==> config.mk <==
export PLATFORM = sky130hd
export DESIGN_NAME = pwm_multi_gen
export DESIGN_NICKNAME = d
export VERILOG_FILES = /design/src/rtl/pwm_pkg.sv /design/src/rtl/pwm_channel.sv /design/src/rtl/pwm_multi_gen.sv
export SDC_FILE = /design/constraint.sdc
export NUM_CORES = 1
export LEC_CHECK = 0
export BUFFER_PORTS_ARGS = -buffer_cell sky130_fd_sc_hd__buf_4
export CORE_MARGIN = 3
export CORE_UTILIZATION = 55
export CTS_CLUSTER_DIAMETER = 80
export CTS_CLUSTER_SIZE = 20
export DETAILED_ROUTE_END_ITERATION = 10
export PLACE_DENSITY = 0.73
export RECOVER_POWER = 50
export SLEW_MARGIN = 20
export SYNTH_ARGS = -nofsm -noshare
export SYNTH_HDL_FRONTEND = slang
export SYNTH_SLANG_ARGS = --single-unit
==> constraint.sdc <==
create_clock -name clk -period 2.9 [get_ports clk]
set_input_delay 0.58 -clock clk [delete_from_list [all_inputs] [get_ports clk]]
set_output_delay 0.58 -clock clk [all_outputs]
set_load 0.05 [all_outputs]
==> src/rtl/pwm_pkg.sv <==
// Shared constants, types and helpers for the multi-channel PWM generator.
package pwm_pkg;

   localparam int CNT_W_DEF  = 11;
   localparam int PRE_W_DEF  = 8;
   localparam int NUM_CH_MAX = 16;

   typedef logic [CNT_W_DEF-1:0] duty_t;

   // Width of a channel index; never narrower than one bit.
   function automatic int ch_width(input int n);
      return (n > 1) ? $clog2(n) : 1;
   endfunction

endpackage

==> src/rtl/pwm_channel.sv <==
// One PWM channel: double-buffered duty register and registered compare.
// The pending duty always accepts writes; the active duty is only replaced
// when the top asserts load (period boundary, or while disabled). A write
// that lands on a load cycle is forwarded straight into the active duty.
module pwm_channel
   import pwm_pkg::*;
#(
   parameter int CNT_W = CNT_W_DEF
) (
   input  logic             clk,
   input  logic             rst,
   input  logic             run,
   input  logic             load,
   input  logic             wr_hit,
   input  logic [CNT_W-1:0] wr_duty,
   input  logic [CNT_W-1:0] cnt,
   output logic             pwm
);

   logic [CNT_W-1:0] duty_pend;
   logic [CNT_W-1:0] duty_act;
   logic [CNT_W-1:0] duty_next;

   // Newest pending value, including a write arriving this cycle (bypass path).
   assign duty_next = wr_hit ? wr_duty : duty_pend;

   // Duty registers and the compare; output lags the counter by one clk.
   always_ff @(posedge clk or negedge rst) begin
      if (!rst) begin
         duty_pend <= '0;
         duty_act  <= '0;
         pwm       <= 1'b0;
      end else begin
         duty_pend <= duty_next;
         if (load) begin
            duty_act <= duty_next;
         end
         pwm <= run && (cnt < duty_act);
      end
   end

endmodule

==> src/rtl/pwm_multi_gen.sv <==
// NUM_CH-channel PWM generator sharing one prescaler and one period counter.
// Period and duty changes take effect only at a period boundary. The first
// enabled clk after a disabled one is itself a boundary: it loads the active
// values, pulses period_start on the following clk and leaves the counter at
// 0, so every period, including the first, starts from cnt=0.
module pwm_multi_gen
   import pwm_pkg::*;
#(
   parameter int NUM_CH = 4,
   parameter int CNT_W  = CNT_W_DEF,
   parameter int PRE_W  = PRE_W_DEF,
   parameter int CH_W   = ch_width(NUM_CH)
) (
   input  logic              clk,
   input  logic              rst,
   input  logic              enable,
   input  logic [PRE_W-1:0]  prescale,
   input  logic [CNT_W-1:0]  period,
   input  logic              wr_en,
   input  logic [CH_W-1:0]   wr_ch,
   input  logic [CNT_W-1:0]  wr_duty,
   output logic [NUM_CH-1:0] pwm_out,
   output logic              period_start
);

   logic             en_q;
   logic [PRE_W-1:0] pre_cnt;
   logic [CNT_W-1:0] cnt;
   logic [CNT_W-1:0] period_act;
   logic             run;
   logic             start;
   logic             tick;
   logic             wrap;
   logic             boundary;
   logic             load;

   // run: enabled now and on the previous clk, so the counter is live.
   assign run      = enable && en_q;
   assign start    = enable && !en_q;
   assign tick     = run && (pre_cnt == prescale);
   assign wrap     = tick && (cnt == period_act);
   assign boundary = start || wrap;
   // While disabled the active registers track the pending ones every clk.
   assign load     = boundary || !enable;

   // Remember last clk's enable to detect the rising edge.
   always_ff @(posedge clk or negedge rst) begin
      if (!rst) begin
         en_q <= 1'b0;
      end else begin
         en_q <= enable;
      end
   end

   // Prescaler: counts 0..prescale; a lowered prescale wraps via overflow.
   always_ff @(posedge clk or negedge rst) begin
      if (!rst) begin
         pre_cnt <= '0;
      end else if (!run || tick) begin
         pre_cnt <= '0;
      end else begin
         pre_cnt <= pre_cnt + PRE_W'(1);
      end
   end

   // Period counter: advances on tick, wraps to 0 after period_act.
   always_ff @(posedge clk or negedge rst) begin
      if (!rst) begin
         cnt <= '0;
      end else if (!run || wrap) begin
         cnt <= '0;
      end else if (tick) begin
         cnt <= cnt + CNT_W'(1);
      end
   end

   // Active period register and the boundary marker pulse.
   always_ff @(posedge clk or negedge rst) begin
      if (!rst) begin
         period_act   <= '0;
         period_start <= 1'b0;
      end else begin
         if (load) begin
            period_act <= period;
         end
         period_start <= boundary;
      end
   end

   for (genvar i = 0; i < NUM_CH; i++) begin : g_ch
      logic wr_hit;
      // Out-of-range channel indices match no channel and are dropped.
      assign wr_hit = wr_en && (wr_ch == CH_W'(i));

      pwm_channel #(
         .CNT_W (CNT_W)
      ) u_ch (
         .clk     (clk),
         .rst     (rst),
         .run     (run),
         .load    (load),
         .wr_hit  (wr_hit),
         .wr_duty (wr_duty),
         .cnt     (cnt),
         .pwm     (pwm_out[i])
      );
   end

endmodule

==> metrics.txt, run 1 <==
status=finished, violations left; failing checks=max-capacitance violations, max-slew violations; CP max FO=31; Remaining Overflow, GRT=0; Vias/cell=5.70; Die Y=114 um; crit share post-route=0.843; Port-buffer cells=40; RSZ-0062 raised after global routing=no; most area-consuming cells after synthesis=dfrtp_1 (48%), mux2_4 (12%), mux2_2 (8.6%); Worst Setup Start Kind=flip-flop; fill count=832; clk_lat worst skew=0.41 ns; CP max stage delay=0.50 ns; post-synthesis sequential area ratio=0.484; Post-synth EDFFs=0; Cell Pwr Density=678 nW/um^2; maximum clock frequency=around 410 MHz; ys flop type=dfrtp_1; Slew Viols, Final=32; Mapped Cells=between 400 and 500; # setup viols final=0; largest delay contributor family on the critical path=simple AND/OR/NAND/NOR gates; clk slew on worst S/H paths=0.06 ns; Leak=roughly 3.7 nW; DRT iter0 DRCs=~230; Root Driver=clkbuf_16; crit path DAT=approximately 2.7 ns; worst hold-check path type=primary input to flip-flop; critical path class=flip-flop to flip-flop; Worst Tran Pin Value=~1.7 ns; CP cell instances=xor2_1 > nor4_2 > nand3_2 > o21ai_4 > buf_12 > mux2_4; clock buffer depth=2; Int Power=about 3.8 mW; placer congestion estimate=between 0.8 and 0.9; CP endpoint kind=flip-flop; largest net degree at the start of global routing=59; Ys Warns=0; DIE WIDTH=114 um; initial antenna violation count=0; Synth top cells by count=dfrtp_1 (124), mux2_4 (50), mux2_2 (49), ha_1 (42), inv_1 (41); H-tree levels=4; sw frac=0.243; CTS resizes=0; CP bufs+invs=1; Routed WL per cell=about 19 um; post-synthesis async set-or-reset flop share=1.00; max-cap violations=1; hold buffers post-CTS=0; post-CTS setup buffers=0; Critical-path top delay cell=dfrtp_1; HPWL after DPL=around 9000 um; Synth Register Bits=124; Distinct cells, synth=41; router iterations before antenna repair=4; n_diodes=0; Yosys top cell by area=dfrtp_1; vias in the first global route=around 4300; Post-Syn Nets=about 580; remaining routing DRC violations=0; area grow syn2layout=15.6%; Comb pwr share=0.160; synthesized area=~6400 sq um; share of cells above drive strength 1=0.336; utilization after layout=0.666; row cnt=38; final hold viol count=0; worst path required time=3.18 ns; Slew HR=-0.102; Clk pwr share=0.414; DR vias=approximately 4000; Fin Clk Skew=0.00657 ns; top-count cell post-synth=dfrtp_1; share of power burned in registers=0.426; CTS tree=yes; Die ar.=~13000 sq um; Nets=629; clock sink total=about 120; Switch Pwr=1.22 mW; core area=11100 sq um; Tot GR Track Use=0.219; Total Wirelength=13200 um; R2R setup slack=0.45 ns; minimum clock period=~2.4 ns; # IOs=41; Mapped Avg Cell Area=about 13 sq um; Peak supply drop=roughly 0.00036 V; setup tns final=0 ns; Yosys top cell area share=0.484; Final ANT Viol Nets=0; initial core utilization=0.576; Num CTS Buffers=17; first-pass GRT wire length=about 22000 um
cell families (layout without fill, tap and decap cells):
logic type               Yosys count  after routing  synth area share
AO/OA/AOI/OAI                     51             51            0.0533
XOR/XNOR                          25             25            0.0342
adder cells (fa/ha/maj)           42             42            0.0820
buffers and inverters             60            126            0.0515
flip-flops                       124            124             0.484
multiplexers                      99             99             0.203
AND/OR/NAND/NOR                   96             96            0.0917
cell usage in the layout, fill, tap and decap left out, types with 6 or more instances in the layout:
cell type and count:
a21o_1 12, a21oi_1 17, and4_1 6, buf_4 47, clkbuf_1 7, clkbuf_16 17
dfrtp_1 124, ha_1 42, inv_1 41, mux2_2 49, mux2_4 50, nand2_1 12
nand3_1 13, nand4_1 17, nor2_1 11, o211ai_1 10, xnor2_1 9, xor2_1 16
worst reg2reg max path: cells and delay by family (launching register included):
| family | cells | cell delay, ns |
|---|---|---|
| mux | 1 | 0.36 |
| flops | 1 | 0.50 |
| buf+inv | 1 | 0.28 |
| simple gates | 2 | 0.69 |
| xor+xnor | 1 | 0.24 |
| compound gates | 1 | 0.25 |
layout make-up:
| class | count | area [sq um] | area share |
|---|---|---|---|
| Tap cell | 140 | 175 | 0.0236 |
| Clock inverter | 6 | 85.1 | 0.0115 |
| Sequential cell | 124 | 3100 | 0.419 |
| Inverter | 41 | 154 | 0.0208 |
| Multi-Input combinational cell | 313 | 2980 | 0.402 |
| Clock buffer | 25 | 495 | 0.0669 |
| Timing Repair Buffer | 54 | 417 | 0.0562 |
per-stage QoR:
step,power (mW),std cells,cell area [sq um],worst slack [ns],hold WS (ns)
floorplan,2.72,497,6410,0.594,0.284
global placement,2.93,672,6860,0.501,0.480
detailed placement,2.98,672,6860,0.450,0.483
CTS,5.07,703,7440,0.466,0.108
global route,5.25,703,7410,0.166,0.349
finish,5.02,703,7410,0.454,0.349
power by group through the flow:
stage / Combinational [mW] / Clock, mW / Sequential (mW)
after floorplan: 0.604 / 0 / 2.11
after global placement: 0.769 / 0 / 2.16
after detailed placement: 0.813 / 0 / 2.16
after CTS: 0.816 / 2.11 / 2.14
after global routing: 0.891 / 2.19 / 2.17
final: 0.802 / 2.08 / 2.14
state kept, by name (all words and copies together), names as in the netlist:
name / count
cnt: 11
en_q: 1
g_ch.u_ch.duty_act: 44
g_ch.u_ch.duty_pend: 44
g_ch.u_ch.pwm: 4
period_act: 11
period_start: 1
pre_cnt: 8
worst paths after layout:
kind | startpoint | end | cells after the start
worst min register to register | g_ch[3].u_ch.duty_pend[9]$_DFF_PN0_ | g_ch[3].u_ch.duty_pend[9]$_DFF_PN0_ | 1
worst max-delay path | cnt[2]$_DFFE_PN0P_ | g_ch[3].u_ch.duty_act[4]$_DFFE_PN0P_ | 6
worst max register to register | cnt[2]$_DFFE_PN0P_ | g_ch[3].u_ch.duty_act[4]$_DFFE_PN0P_ | 6
min in group asynchronous | rst | g_ch[3].u_ch.duty_pend[3]$_DFF_PN0_ | 1
worst min-delay path | enable | en_q$_DFF_PN0_ | 1
max in group asynchronous | rst | g_ch[0].u_ch.duty_act[9]$_DFFE_PN0P_ | 2
layer usage:
metal,track usage,wire (um),vias up
li1,-,-,1884
met1,0.307,6140,2006
met2,0.346,6330,97
met3,0.0456,531,22
met4,0.0673,223,0
met5,0,0,-
(Power assumes the default switching activity.)
==> inputs of run 2 (changes only) <==
Settings changed: ABC_AREA from default to 1, PLACE_DENSITY 0.73 to 0.76.
Clock period 2.9 ns to 2.2 ns, I/O delays scaled along.
==> run 2 against run 1 <==
Against the previous run:
- the flow now finishes without violations
- clock power increased by 39%
- combinational power up 7.7%
- clock skew grew 0.0042 ns
- maximum frequency is 31% higher
- die area grew 4.9%
- critical path type unchanged
- largest power group is now the clock network
==> metrics.txt, run 2 <==
Num CTS Buffers=17; most area-consuming cells after synthesis=dfrtp_1 (46%), nand2_1 (16%), ha_1 (7.8%); Root Driver=clkbuf_16; pre-CTS setup slack=a little under 0.3 ns; Mapped Avg Cell Area=around 8.1 sq um; crit share post-route=0.851; Slew HR=0.288; Vias/cell=around 5.3; leading cell types in the layout, fill and taps excluded=nand2_1 (283), dfrtp_1 (124), inv_1 (105), buf_4 (52); DIE WIDTH=117 um; Yosys top cell area share=0.460; Leak=about 4.2 nW; Worst R2R Start=cnt[0]$_DFFE_PN0P_; CP max stage delay=just over 0.5 ns; Final Instance Area=7770 sq um; Fin Clk Skew=about 0.011 ns; Post-synth EDFFs=0; crit path DAT=around 2.2 ns; clock buffer depth=2; final hold viol count=0; clk slew on worst S/H paths=0.05 ns; initial antenna violation count=0; R2R setup slack=~0.33 ns; CP bufs+invs=3; Nets=954; CP endpoint kind=flip-flop; crit path capture=g_ch[0].u_ch.duty_act[7]$_DFFE_PN0P_; n_diodes=0; share of cells above drive strength 1=0.151; CP max FO=39; RSZ-0062 raised after global routing=no; Synth Register Bits=around 120; Slew Viols, Final=0; Tot GR Track Use=0.241; setup tns final=0 ns; Total Wirelength=15100 um; largest delay contributor family on the critical path=simple AND/OR/NAND/NOR gates; Ys Warns=0; minimum clock period=between 1.5 and 2 ns; Worst Setup Start Kind=flip-flop; Die ar.=between 10000 and 15000 sq um; status=completed; # IOs=slightly above 40; total power=6.48 mW; utilization after layout=0.664; Post-Syn Nets=908; Final ANT Viol Nets=0; clk_lat worst skew=approximately 0.43 ns; ys flop type=dfrtp_1; max-cap violations=0; Remaining Overflow, GRT=0; Distinct cells, synth=26; Placed Area=7170 sq um; largest net degree at the start of global routing=54; router iterations before antenna repair=5; first-pass GRT wire length=25400 um; critical path class=flip-flop to flip-flop; worst path required time=roughly 2.6 ns; Die Y=117 um; DR vias=~5500; commonest non-fill, non-tap cell in the layout=nand2_1; maximum clock frequency=534 MHz; post-CTS setup buffers=0; post-synthesis sequential area ratio=0.460; reg2reg path depth=11; Synth top cells by count=nand2_1 (283), dfrtp_1 (124), inv_1 (105), nor2_1 (46), o21ai_0 (45); Routed WL per cell=~15 um; row cnt=39; CTS resizes=0; Cell Pwr Density=roughly 830 nW/um^2; crit path from=cnt[0]$_DFFE_PN0P_; biggest regs=g_ch.u_ch.duty_act x44, g_ch.u_ch.duty_pend x44; area grow syn2layout=15.2%; core area=11700 sq um; CP cell instances=inv_2 > nand2_2 > inv_2 > nor2_1 > nand2_1 > nor2_2 > nand3_2 > nand2_4 > buf_12 > nand2_1 > nand2_1; CP dominant cell by count=nand2_1; CTS tree=yes; vias in the first global route=roughly 5400; remaining routing DRC violations=0; # setup viols final=0; Stages on worst setup path=11; Port-buffer cells=40; Worst Tran Pin Value=1.07 ns; H-tree levels=4; DRT iter0 DRCs=between 300 and 400; top-count cell post-synth=nand2_1; placer congestion estimate=slightly above 0.9; worst hold-check path type=primary input to flip-flop; HPWL after DPL=approximately 11000 um; Yosys top cell by area=dfrtp_1; r2r endpoint=g_ch[0].u_ch.duty_act[7]$_DFFE_PN0P_; Critical-path top delay cell=dfrtp_1; clock sink total=around 120; synthesized area=6740 sq um; Peak supply drop=just over 0.0006 V; PnR worst setup slack=approximately 0.33 ns; Mapped Cells=830; initial core utilization=0.576; post-synthesis async set-or-reset flop share=1.00
## run 2: cell types whose count changed in the layout (fill, tap and decap cells not counted), sizes merged, moves of 6 or more
| cell | before | now |
|---|---|---|
| nand2 | 13 | 285 |
| mux2 | 99 | 0 |
| inv | 41 | 112 |
| nand3 | 14 | 79 |
| o21ai | 4 | 47 |
| nor2 | 11 | 48 |
| a21o | 12 | 0 |
| o211ai | 10 | 0 |
| xnor2 | 9 | 0 |
| xor2 | 16 | 7 |
| and3 | 6 | 0 |
| and4 | 6 | 0 |
| nor4 | 6 | 0 |
## run 2: logic make-up after synthesis
group / Yosys count / synth area share
flip-flops: 124 / 0.460
buffers and inverters: 147 / 0.0967
AND/OR/NAND/NOR: 438 / 0.299
adder cells (fa/ha/maj): 42 / 0.0779
AO/OA/AOI/OAI: 72 / 0.0570
XOR/XNOR: 7 / 0.00909
## run 2: worst min path at each step
stage | from | endpoint | slack (ns) | cells after the start
after floorplan | rst | cnt[0]$_DFFE_PN0P_ | 0.14 | 0
after global placement | rst | pre_cnt[2]$_DFF_PN0_ | 0.31 | 1
after detailed placement | rst | pre_cnt[2]$_DFF_PN0_ | 0.31 | 1
after CTS | enable | en_q$_DFF_PN0_ | 0.13 | 1
after global routing | enable | en_q$_DFF_PN0_ | 0.16 | 1
final | enable | en_q$_DFF_PN0_ | 0.16 | 1
## run 2: per-layer routing
metal	track usage	vias to the layer above	wire length (um)
li1	-	2714	-
met1	0.317	2543	6750
met2	0.378	154	7130
met3	0.0565	41	699
met4	0.115	0	473
met5	0	-	0
## run 2: what timing repair did
action | in CTS | in global routing
endpoints found under the setup margin | 0 | 0
hold endpoints to repair | 11 | 0
hold buffers | 1 | 0
## run 2: through the flow
step                      std cells  hold WS, ns
after floorplan                 830        0.144
after global placement          999        0.314
after detailed placement        999        0.315
after CTS                      1031        0.127
after global routing           1031        0.165
final                          1031        0.159
## run 2: cell type report
| type | count | area (sq um) |
|---|---|---|
| tap | 143 | 179 |
| inverter | 112 | 420 |
| multi-input combinational | 559 | 2990 |
| timing repair buffer | 62 | 467 |
| clock inverter | 6 | 108 |
| fill | 952 | 3940 |
| clock buffer | 25 | 505 |
| sequential | 124 | 3100 |
## run 2: power by group
| group | switching, mW | internal [mW] | total (mW) |
|---|---|---|---|
| logic | 0.551 | 0.313 | 0.864 |
| registers | 0.157 | 2.57 | 2.73 |
| clock network | 0.967 | 1.92 | 2.89 |
| total | 1.67 | 4.81 | 6.48 |
==> inputs of run 3 (changes only) <==
Settings changed: CTS_BUF_LIST from default to sky130_fd_sc_hd__clkbuf_8.
==> run 3 against run 2 <==
Against the previous run:
- clock power is 27% lower
- highest routed layer unchanged
- die area stayed put
- sequential power hardly changed
- first-iteration DRC count is 11% lower
- cell area is 2.5% lower
- final cell count stayed put
==> metrics.txt, run 3 (synthesis gave the netlist of run 2 again) <==
router iterations before antenna repair=4; Tot GR Track Use=0.236; core area=between 10000 and 15000 sq um; leading cell types in the layout, fill and taps excluded=nand2_1 (283), dfrtp_1 (124), inv_1 (108), buf_4 (52); HPWL after DPL=about 11000 um; n_diodes=0; largest net degree at the start of global routing=54; commonest non-fill, non-tap cell in the layout=nand2_1; # IOs=41; CP endpoint kind=flip-flop; Cell Pwr Density=between 700 and 800 nW/um^2; clk slew on worst S/H paths=0.07 ns; maximum clock frequency=between 500 and 600 MHz; share of cells above drive strength 1=0.151; max-cap violations=0; Worst Tran Pin Value=around 1.1 ns; hold buffers post-CTS=1; minimum clock period=1.88 ns; Slew Viols, Final=0; Placed Area=a little over 7000 sq um; fill count=around 970; initial core utilization=0.576; post-CTS setup buffers=0; H-tree levels=4; first-pass GRT wire length=25000 um; DIE WIDTH=between 100 and 150 um; critical path class=flip-flop to flip-flop; Worst Setup Start Kind=flip-flop; Total Wirelength=around 15000 um; Routed WL per cell=14.2 um; RSZ-0062 raised after global routing=no; crit path DAT=approximately 2.3 ns; Die ar.=about 14000 sq um; Nets=approximately 950; status=completed; clock buffer depth=2; area grow syn2layout=12.4%; CTS tree=yes; CP max FO=39; Die Y=about 120 um; Fin Clk Skew=around 0.012 ns; clock sink total=approximately 120; Remaining Overflow, GRT=0; worst hold-check path type=primary input to flip-flop; row cnt=39; setup tns final=0 ns; vias in the first global route=5326; Final Instance Area=between 7000 and 8000 sq um; Port-buffer cells=40; crit share post-route=0.857; clk_lat worst skew=between 0.4 and 0.5 ns; Min Hold Slack=around 0.13 ns; DRT iter0 DRCs=just under 300; worst path required time=about 2.6 ns; Vias/cell=roughly 5.2; Leak=around 4.2 nW; Final ANT Viol Nets=0; final hold viol count=0; Slew HR=0.297; placer congestion estimate=slightly above 0.9; PnR worst setup slack=about 0.32 ns; # setup viols final=0; Root Driver=clkbuf_8; Peak supply drop=between 0.0005 and 0.0006 V; Num CTS Buffers=17; DR vias=5412; CTS resizes=0; pre-CTS setup slack=around 0.3 ns; initial antenna violation count=0; remaining routing DRC violations=0; biggest regs=g_ch.u_ch.duty_act x44, g_ch.u_ch.duty_pend x44
run 3: metal layers:
| metal | vias to the layer above | GRT usage | wire length (um) |
|---|---|---|---|
| met2 | 115 | 0.369 | 6880 |
| met3 | 34 | 0.0503 | 580 |
| met1 | 2552 | 0.316 | 6750 |
| met5 | - | 0 | 0 |
| li1 | 2711 | - | - |
| met4 | 0 | 0.109 | 387 |
run 3: layout make-up:
type	count	area [sq um]	share of cell area
clock buffer	22	303	0.0399
clock inverter	9	119	0.0157
inverter	112	420	0.0555
multi-input combinational	559	2990	0.394
sequential	124	3100	0.409
tap	143	179	0.0236
timing repair buffer	62	467	0.0616
run 3: path summary, 6_finish.rpt:
path / slack (ns) / start / cells after the start / to
setup / recovery: 0.32 / cnt[0]$_DFFE_PN0P_ / 11 / g_ch[2].u_ch.duty_act[5]$_DFFE_PN0P_
hold / removal: 0.13 / enable / 1 / en_q$_DFF_PN0_
setup reg to reg: 0.32 / cnt[0]$_DFFE_PN0P_ / 11 / g_ch[2].u_ch.duty_act[5]$_DFFE_PN0P_
hold reg to reg: 0.46 / en_q$_DFF_PN0_ / 1 / period_start$_DFF_PN0_
max in group asynchronous: 0.63 / rst / 3 / g_ch[0].u_ch.duty_pend[5]$_DFF_PN0_
min in group asynchronous: 0.64 / rst / 2 / pre_cnt[2]$_DFF_PN0_
run 3: worst max-delay path, stage by stage, from the launching register on:
cell and delay, ns:
dfrtp_1 0.52, inv_2 0.15, nand2_2 0.10, inv_2 0.03
nor2_1 0.11, nand2_1 0.08, nor2_2 0.09, nand3_2 0.12
nand2_4 0.20, buf_12 0.24, nand2_1 0.09, nand2_1 0.07
run 3: metrics by stage:
step                cells   util  power (mW)
finish               1031  0.647        5.68
global route         1031  0.647        6.01
CTS                  1031  0.649        5.73
detailed placement    999  0.613        3.63
global placement      999  0.613        3.57
floorplan             830      -        3.32
run 3: where the power goes:
part,switching [mW],total [mW],leakage (nW),internal [mW]
Clock,0.855,2.10,0.225,1.25
Combinational,0.544,0.856,2.37,0.312
Sequential,0.153,2.72,1.58,2.57
